$ cat config.mk
export PLATFORM = sky130hd
export DESIGN_NAME = uart_tx_arb_flat
export DESIGN_NICKNAME = d
export VERILOG_FILES = /design/src/rtl/uart_pkg.sv /design/src/rtl/uart_tx_arb_if.sv /design/src/rtl/uart_arb_pick.sv /design/src/rtl/uart_tx_arb.sv /design/src/flat_wrapper.sv
export SDC_FILE = /design/constraint.sdc
export NUM_CORES = 1
export LEC_CHECK = 0
export ABC_AREA = 1
export BUFFER_PORTS_ARGS = -buffer_cell sky130_fd_sc_hd__buf_2
export CAP_MARGIN = 20
export CORE_MARGIN = 2
export CORE_UTILIZATION = 45
export CTS_CLUSTER_DIAMETER = 200
export DETAILED_ROUTE_END_ITERATION = 6
export HOLD_SLACK_MARGIN = 0.12
export PLACE_DENSITY = 0.73
export SKIP_LAST_GASP = 1
export SYNTH_ARGS = -nofsm -noshare
export SYNTH_HDL_FRONTEND = slang
export SYNTH_SLANG_ARGS = --single-unit
$ cat constraint.sdc
create_clock -name i_clk -period 2.9 [get_ports i_clk]
set_clock_uncertainty 0.05 [all_clocks]
set_input_delay 0.58 -clock i_clk [delete_from_list [all_inputs] [get_ports i_clk]]
set_output_delay 0.58 -clock i_clk [all_outputs]
set_load 0.01 [all_outputs]
$ cat src/rtl/uart_pkg.sv
// Shared definitions for the uart_tx arbiter: byte width and FSM state encoding.
package uart_pkg;
  localparam int UART_W = 8;

  typedef enum logic [1:0] {
    ST_IDLE    = 2'd0,
    ST_SEND    = 2'd1,
    ST_RELEASE = 2'd2
  } arb_state_e;
endpackage

$ cat src/rtl/uart_tx_arb_if.sv
// Requester and uart_tx handshake bundle for uart_tx_arb.
// master = requesters + uart_tx side, slave = the arbiter.
interface uart_tx_arb_if #(
  parameter int N = 4
) ();
  import uart_pkg::*;

  logic [N-1:0]        i_req;
  logic [N*UART_W-1:0] i_data;
  logic [N-1:0]        o_ack;
  logic                o_busy;
  logic                o_valid;
  logic [UART_W-1:0]   o_data;
  logic                i_accept;

  modport master (output i_req, i_data, i_accept, input o_ack, o_busy, o_valid, o_data);
  modport slave  (input i_req, i_data, i_accept, output o_ack, o_busy, o_valid, o_data);
endinterface

$ cat src/rtl/uart_arb_pick.sv
// Combinational requester picker: round-robin from 'start', or fixed
// lowest-index priority when UART_TX_ARB_FIXED_PRIO_EN is defined.
module uart_arb_pick import uart_pkg::*; #(
  parameter int N  = 4,
  parameter int IW = $clog2(N)
) (
  input  logic [N-1:0]  req,
  input  logic [IW-1:0] start,
  output logic [N-1:0]  gnt,
  output logic [IW-1:0] idx
);
  logic found;

`ifdef UART_TX_ARB_FIXED_PRIO_EN
  logic unused_start;
  assign unused_start = ^start;

  always_comb begin
    gnt   = '0;
    idx   = '0;
    found = 1'b0;
    for (int i = 0; i < N; i++) begin
      if (!found && req[IW'(i)]) begin
        found          = 1'b1;
        gnt[IW'(i)]    = 1'b1;
        idx            = IW'(i);
      end
    end
  end
`else
  int k;

  always_comb begin
    gnt   = '0;
    idx   = '0;
    found = 1'b0;
    k     = 0;
    // Scan start, start+1, ... wrapping modulo N; first hit wins.
    for (int i = 0; i < N; i++) begin
      k = (int'(start) + i) % N;
      if (!found && req[IW'(k)]) begin
        found       = 1'b1;
        gnt[IW'(k)] = 1'b1;
        idx         = IW'(k);
      end
    end
  end
`endif
endmodule

$ cat src/rtl/uart_tx_arb.sv
// Shares one uart_tx between N byte requesters; owns the grant FSM, the
// captured byte and the round-robin pointer (unused under UART_TX_ARB_FIXED_PRIO_EN).
module uart_tx_arb import uart_pkg::*; #(
  parameter int N = 4,
  parameter int W = UART_W
) (
  input logic           i_clk,
  input logic           i_rst,
  uart_tx_arb_if.slave  bus
);
  localparam int IW = $clog2(N);

  arb_state_e    state_q, state_d;
  logic [W-1:0]  data_q, data_d;
  logic [N-1:0]  ack_q, ack_d;
  logic [N-1:0]  gnt;
  logic [IW-1:0] idx;
  logic [IW-1:0] start;

`ifdef UART_TX_ARB_FIXED_PRIO_EN
  assign start = '0;
`else
  logic [IW-1:0] last_q, last_d;
  assign start = (last_q == IW'(N-1)) ? '0 : last_q + 1'b1;
`endif

  uart_arb_pick #(.N(N), .IW(IW)) u_pick (
    .req   (bus.i_req),
    .start (start),
    .gnt   (gnt),
    .idx   (idx)
  );

  always_comb begin
    state_d = state_q;
    data_d  = data_q;
    ack_d   = '0;
`ifndef UART_TX_ARB_FIXED_PRIO_EN
    last_d  = last_q;
`endif
    case (state_q)
      ST_IDLE: begin
        if (|bus.i_req) begin
          state_d = ST_SEND;
          data_d  = bus.i_data[idx*W +: W];
          ack_d   = gnt;
`ifndef UART_TX_ARB_FIXED_PRIO_EN
          last_d  = idx;
`endif
        end
      end
      ST_SEND:    if (bus.i_accept)  state_d = ST_RELEASE;
      // Wait for accept to clear so the transmitter never sees back-to-back valid.
      ST_RELEASE: if (!bus.i_accept) state_d = ST_IDLE;
      default:    state_d = ST_IDLE;
    endcase
  end

  always_ff @(posedge i_clk) begin
    if (i_rst) begin
      state_q <= ST_IDLE;
      data_q  <= '0;
      ack_q   <= '0;
`ifndef UART_TX_ARB_FIXED_PRIO_EN
      last_q  <= IW'(N-1);
`endif
    end else begin
      state_q <= state_d;
      data_q  <= data_d;
      ack_q   <= ack_d;
`ifndef UART_TX_ARB_FIXED_PRIO_EN
      last_q  <= last_d;
`endif
    end
  end

  assign bus.o_ack   = ack_q;
  assign bus.o_busy  = (state_q != ST_IDLE);
  assign bus.o_valid = (state_q == ST_SEND);
  assign bus.o_data  = data_q;
endmodule

$ cat src/flat_wrapper.sv
// flat-port wrapper written by rule: the top's interface ports become plain ports
module uart_tx_arb_flat import uart_pkg::*;
#(
  parameter int N = 4,
  parameter int W = UART_W
)
  (i_clk, i_rst, bus_i_req, bus_i_data, bus_i_accept, bus_o_ack, bus_o_busy, bus_o_valid, bus_o_data);
  uart_tx_arb_if #(.N(N)) bus_i ();
  input logic i_clk;
  input logic i_rst;
  input wire logic [$bits(bus_i.i_req)-1:0] bus_i_req;
  input wire logic [$bits(bus_i.i_data)-1:0] bus_i_data;
  input wire logic [$bits(bus_i.i_accept)-1:0] bus_i_accept;
  output wire logic [$bits(bus_i.o_ack)-1:0] bus_o_ack;
  output wire logic [$bits(bus_i.o_busy)-1:0] bus_o_busy;
  output wire logic [$bits(bus_i.o_valid)-1:0] bus_o_valid;
  output wire logic [$bits(bus_i.o_data)-1:0] bus_o_data;
  assign bus_i.i_req = bus_i_req;
  assign bus_i.i_data = bus_i_data;
  assign bus_i.i_accept = bus_i_accept;
  assign bus_o_ack = bus_i.o_ack;
  assign bus_o_busy = bus_i.o_busy;
  assign bus_o_valid = bus_i.o_valid;
  assign bus_o_data = bus_i.o_data;
  uart_tx_arb #(.N(N), .W(W)) u_core (.i_clk(i_clk), .i_rst(i_rst), .bus(bus_i));
endmodule
== Yosys cells after proc, flatten, opt, wreduce, memory -nomap -nowiden ==
Cells that the tools add are included.
Word-level totals
  bits in registers: 16
  bits of input ports: 39
  output and inout port bits: 14
  logic and storage cells: 80
Cells by class
  $add $sub $neg: 4
  $lt $le $gt $ge: 8
  equality and inequality tests: 6
  shift operators: 1
  multiplexer cells: 36
  bitwise logic cells: 5
  reduce and logical (&&, ||, !) cells: 16
Operators by type and width (number)
  variable part select 32 x 6 -> 8 bit: 1
  < comparator 2 x 4 -> 1 bit, second input constant: 4
  two-way mux 2 bit: 8
  two-way mux 4 bit: 4
  two-way mux 1 bit: 15
  bitwise OR 4 bit: 3
  binary-select mux 1 bit (select 2 bit): 4
  demux 1 bit (select 2 bit): 4
  greater-or-equal comparator 2 x 1 -> 1 bit, second input constant: 4
  logical AND 1 bit: 7
  case mux 2 bit (3 select lines): 1
  adder 2 x 1 -> 2 bit, second input constant: 2
  adder 2 bit, second input constant: 2
  == test 2 bit, second input constant: 2
  inequality test 2 bit, second input constant: 2
  OR reduction 4 bit: 1
  zero test 1 bit: 3
  AND reduction 3 bit: 1
  OR reduction 3 bit: 1
  == test 2 x 1 -> 1 bit, second input constant: 1
  zero test 2 bit: 1
  inequality test 2 x 1 -> 1 bit, second input constant: 1
  NOT 1 bit: 2
  AND reduction 2 bit: 1
  nonzero test 2 bit: 1

== Longest topological paths before layout ==
  depth in word-level cells: 16
  mapped depth: 17
  gate-level depth less buffers: 16

== Modules after synthesis ==
Synthesis repeated with hierarchy kept, for this count alone.
Second synthesis, totals
  cell total of the unflattened synthesis: 281
  area total of the unflattened synthesis: 1679.1 um^2
By module, submodules not included
  uart_tx_arb: instances 1, cells an instance 179, area each 1104.8 um^2, seq. area each 320.3 um^2
  uart_arb_pick: instances 1, cells an instance 102, area each 574.3 um^2, seq. area each 0.0 um^2

== Worst setup path before layout ==
OpenSTA, ideal clock, no wires.
  path type: register to register
  start point: reg u_core.last_q[0]
  end point: reg u_core.data_q[3] (netlist: u_core.bus.o_data[3])
  setup time: 0.109 ns
  arrival time: 2.114 ns
  data required time: 2.741 ns
  slack: 0.627 ns
  stages on the path, launching flop included: 14
  buffers on the path: 1
  cells stage by stage: dfxtp_1 > inv_2 > ha_1 > inv_1 > nand3_1 > nand2_2 > nand3_2 > nand3_4 > buf_4 > nand3_1 > nand3_2 > nand3_1 > nand2_1 > inv_1
On the way
  word-level cells in the longest chain between the ends: 16
Ends and longest elaborated chain
  start: declaration: line uart_tx_arb.sv:23  | logic [IW-1:0] last_q, last_d;
  start signal: assignment: line uart_tx_arb.sv:65  | last_q <= IW'(N-1);
  start signal: assignment: line uart_tx_arb.sv:72  | last_q <= last_d;
  adder 2 x 1 -> 2 bit / == test 2 bit (equally long branches): line uart_tx_arb.sv:24  | assign start = (last_q == IW'(N-1)) ? '0 : last_q + 1'b1;
  two-way mux 2 bit *: line uart_tx_arb.sv:24
  parallel branches: the longest is 12 deep, another holds adder 2 x 1 -> 2 bit
  two-way mux 2 bit *: line uart_arb_pick.sv:41  | if (!found && req[IW'(k)]) begin
  variable part select 32 x 6 -> 8 bit *: line uart_tx_arb.sv:45  | data_d = bus.i_data[idx*W +: W];
  end signal: assignment: line uart_tx_arb.sv:69  | data_q <= data_d;
  end: declaration: line uart_tx_arb.sv:14  | logic [W-1:0] data_q, data_d;
Mark *: on every way between the ends. The select of a mux whose other input is x is not followed.
A chain may end at the register's enable or synchronous reset.

== Worst setup path after layout ==
  start point: reg u_core.last_q[0]
  end point: reg u_core.data_q[0] (netlist: u_core.bus.o_data[0])
The elaborated chain is that of the path after synthesis.

==> results.yml <==
flow_run:
  timing.max_cap.violations: 0
synthesis:
  ys_seq_area_share_pct: 20.2
  synthSimpleGateAreaFrac_pct: 50.1
  ys_ff_latch: 16
  synth_top_family_by_area: "simple AND/OR/NAND/NOR gates"
  synth-compound-area-share_pct: 6.30
  muxShareOfSynthArea_pct: 0
  netlist_instances: 247
  synth-xor-area-share_pct: 0.552
  yosysUniqueCellTypes: 28
  synth_fa_ha_area_share_pct: 6.30
  synth_nets: 294
  yosysWarnings: 0
  synth.avg_cell_area_sq_um: 6.43
  syn_area_sq_mm: 0.00159
finish:
  layout-drive-gt1-share_pct: 31.0
  num-nets-final: 346
  antenna_cells: 0
  area_growth_pct: 17.9
  layout.area.seq_sq_um: 320
  fin_cells: 343
  design_area_sq_mm: 0.00187
  multiInputGateArea_sq_mm: 0.00100
  fillers: 375
  layout_common_cells: "inv_1, buf_2, nand3_1"
setup_path:
  crit_path_top_delay_cell: "dfxtp_1"
  crit_family: "simple AND/OR/NAND/NOR gates"
  worstReg2RegEnd: "u_core.bus.o_data[0]"
  arrival_ps: 2760
  critPathBufInv: 3
  r2r_cells: 13
  r2r-start: "u_core.last_q[0]"
  r2r_slack_ps: 280
  path_class: "reg2reg"
  critPathRequiredTime_ps: 3030
  crit_chain: "inv_2, ha_1, inv_1, nand3_1, nand2_2, nand3_2, nand3_4, nand2_8, nand2_1, nand3_1, nand3_1, nand2_1, inv_1"
  crit_fanout: 17
  crit_cells: 13
  cp_slowest_stage_delay_ps: 590
  crit_end: "u_core.bus.o_data[0]"
  startpoint: "u_core.last_q[0]"
  setup.worst_path.end_class: "register"
  critPathMostFrequentCell: "nand3_1"
  crit_path_start_kind: "register"
timing:
  hold_ws_ps: 407
  max_clock_freq_ghz: 0.381
  hold_viol_final: 0
  tns_ps: 0
  fin_crit_ps: 2620
  worst_pin_slew_ps: 643
  finalSetupViolations: 0
  layout_setup_ws_ps: 277
  relSlewSlack_pct: 57.1
  fin_crit_sh_pct: 90.5
  slew_viol_final: 0
  rsz0062_at_grt: "no"
floorplanning:
  core_area_sq_mm: 0.00336
  die_w_um: 63.4
  fp-row-count: 21
  io-pin-count: 53
  die_area_sq_mm: 0.00402
  initial_utilization_pct: 47.2
  die_y_um: 63.4
route:
  wl_per_cell_um: 10.9
  drcViolationCount: 0
  drt-total-wl_um: 3730
  via_per_inst: 4.85
  drtAntennaViolNets: 0
  vias: 1663
  drt_iter0_drc: 132
  dr.pass1.iters: 6
power_and_ir_drop:
  p_clk_share_pct: 4.8
  power.internal_mw: 0.973
  vdd_drop_max_mv: 0.594
  power_density_mw_per_mm2: 1240
  p_leak_nw: 1.12
  pwr-share-comb_pct: 79.7
  p_sw_share_pct: 58.2
  seq_power_share_pct: 15.4
  p_switching_mw: 1.35
global_routing:
  antenna_found_initial: 0
  gr-total-overflow: 0
  grt_pass1_wl_um: 6280
  grt_pass1_vias: 1509
  grt_usage_pct: 19.1
  grt_max_degree: 18
hold_path:
  hp-class: "reg2reg"
  worstHoldStart: "u_core.state_q[0]"
placed_design:
  gp_congestion: 0.909
  place_inst: 340
  dp_slack_ps: 295
  hpwl_um: 3090
  dpl-instance-area_sq_mm: 0.00185
  io_buffers: 52
cts:
  clk_path_buf_depth: 2
  cts_root_buf: "clkbuf_4"
  clk_pin_slew_ps: 90
  worstSkewPairLatency_ps: 280
  cts_tree: "built"
  clkSinkCount: 16
  numCtsBuffers: 3
  cts_resized: 0
  htreeDepth: 1
  hold_buffers: 0
  post-cts-setup-buffers: 0
outcome:
  status: "completed"
kinds of logic after synthesis:
group / count (synthesis)
AOI/OAI and AO/OA: 16
xor gates and xnor gates: 1
adders and majority gates: 8
buffers and inverters: 60
DFF: 16
and+or+nand+nor: 146
final cells by class:
| class | count | area share, % |
|---|---|---|
| inverter | 55 | 11.0 |
| sequential | 16 | 17.1 |
| multi-input combinational | 171 | 53.7 |
| timing repair buffer | 52 | 13.9 |
| tap | 46 | 3.07 |
| clock buffer | 3 | 1.20 |
power groups by stage:
stage          Sequential, mW  Combinational (mW)  Clock, mW
2_1_floorplan           0.385                1.58          0
3_3_place_gp            0.364                1.84          0
3_5_place_dp            0.363                1.85          0
4_1_cts                 0.359                1.86      0.115
5_1_grt                 0.370                2.08      0.126
6_report                0.359                1.85      0.112
per-stage QoR:
step / power, mW / utilization, %
6_report: 2.33 / 55.7
5_1_grt: 2.58 / 55.7
4_1_cts: 2.33 / 55.7
3_5_place_dp: 2.21 / 55.0
3_3_place_gp: 2.21 / 55.0
2_1_floorplan: 1.96 / -
synthesized netlist by cell type:
cell / count / share of area [%]
o211a_1: 1 / 0.63
nor4_1: 1 / 0.39
nand3_1: 40 / 13
buf_6: 1 / 0.71
ha_1: 8 / 6.3
nand2_1: 38 / 9.0
o221ai_1: 2 / 1.1
dfxtp_1: 16 / 20
inv_2: 3 / 0.71
dlygate4sd3_1: 1 / 0.63
o21ai_2: 1 / 0.55
a21oi_1: 6 / 1.9
nand2_8: 1 / 1.3
nor2_2: 3 / 1.2
nor2_1: 24 / 5.7
nand2_2: 17 / 6.7
nand2_4: 5 / 3.5
nand3_4: 1 / 1.1
buf_4: 2 / 0.95
inv_1: 52 / 12
nand4_1: 1 / 0.39
nand3b_1: 9 / 4.3
nor2_4: 3 / 2.1
nand3_2: 3 / 1.9
buf_12: 1 / 1.3
o21ai_0: 5 / 1.6
xor2_1: 1 / 0.55
o41ai_1: 1 / 0.55
per-layer routing:
metal,part of all wire (%),up-vias,track usage (%)
met3,6.1,2,4.46
met1,42,729,22.2
met2,52,61,36.7
met5,0,-,0
li1,-,871,-
met4,0.35,0,1.36
worst reg2reg max path, stage by stage (launching register included):
cell	delay (ps)
dfxtp_1	590
inv_2	150
ha_1	450
inv_1	140
nand3_1	120
nand2_2	80
nand3_2	130
nand3_4	210
nand2_8	230
nand2_1	80
nand3_1	110
nand3_1	90
nand2_1	80
inv_1	40
worst min path at each step:
stage | endpoint | depth (start not counted)
2_1_floorplan | u_core.state_q[1] | 1
3_3_place_gp | u_core.state_q[1] | 1
3_5_place_dp | u_core.state_q[1] | 1
4_1_cts | u_core.state_q[1] | 1
5_1_grt | u_core.state_q[1] | 1
6_report | u_core.state_q[1] | 1
registers in the layout, summed over array words and instances, names as in the netlist:
| register | cells |
|---|---|
| u_core.state_q | 2 |
| u_core.last_q | 2 |
| u_core.bus.o_data | 8 |
| u_core.bus.o_ack | 4 |
Note: power is estimated with default switching activity, not from simulation.
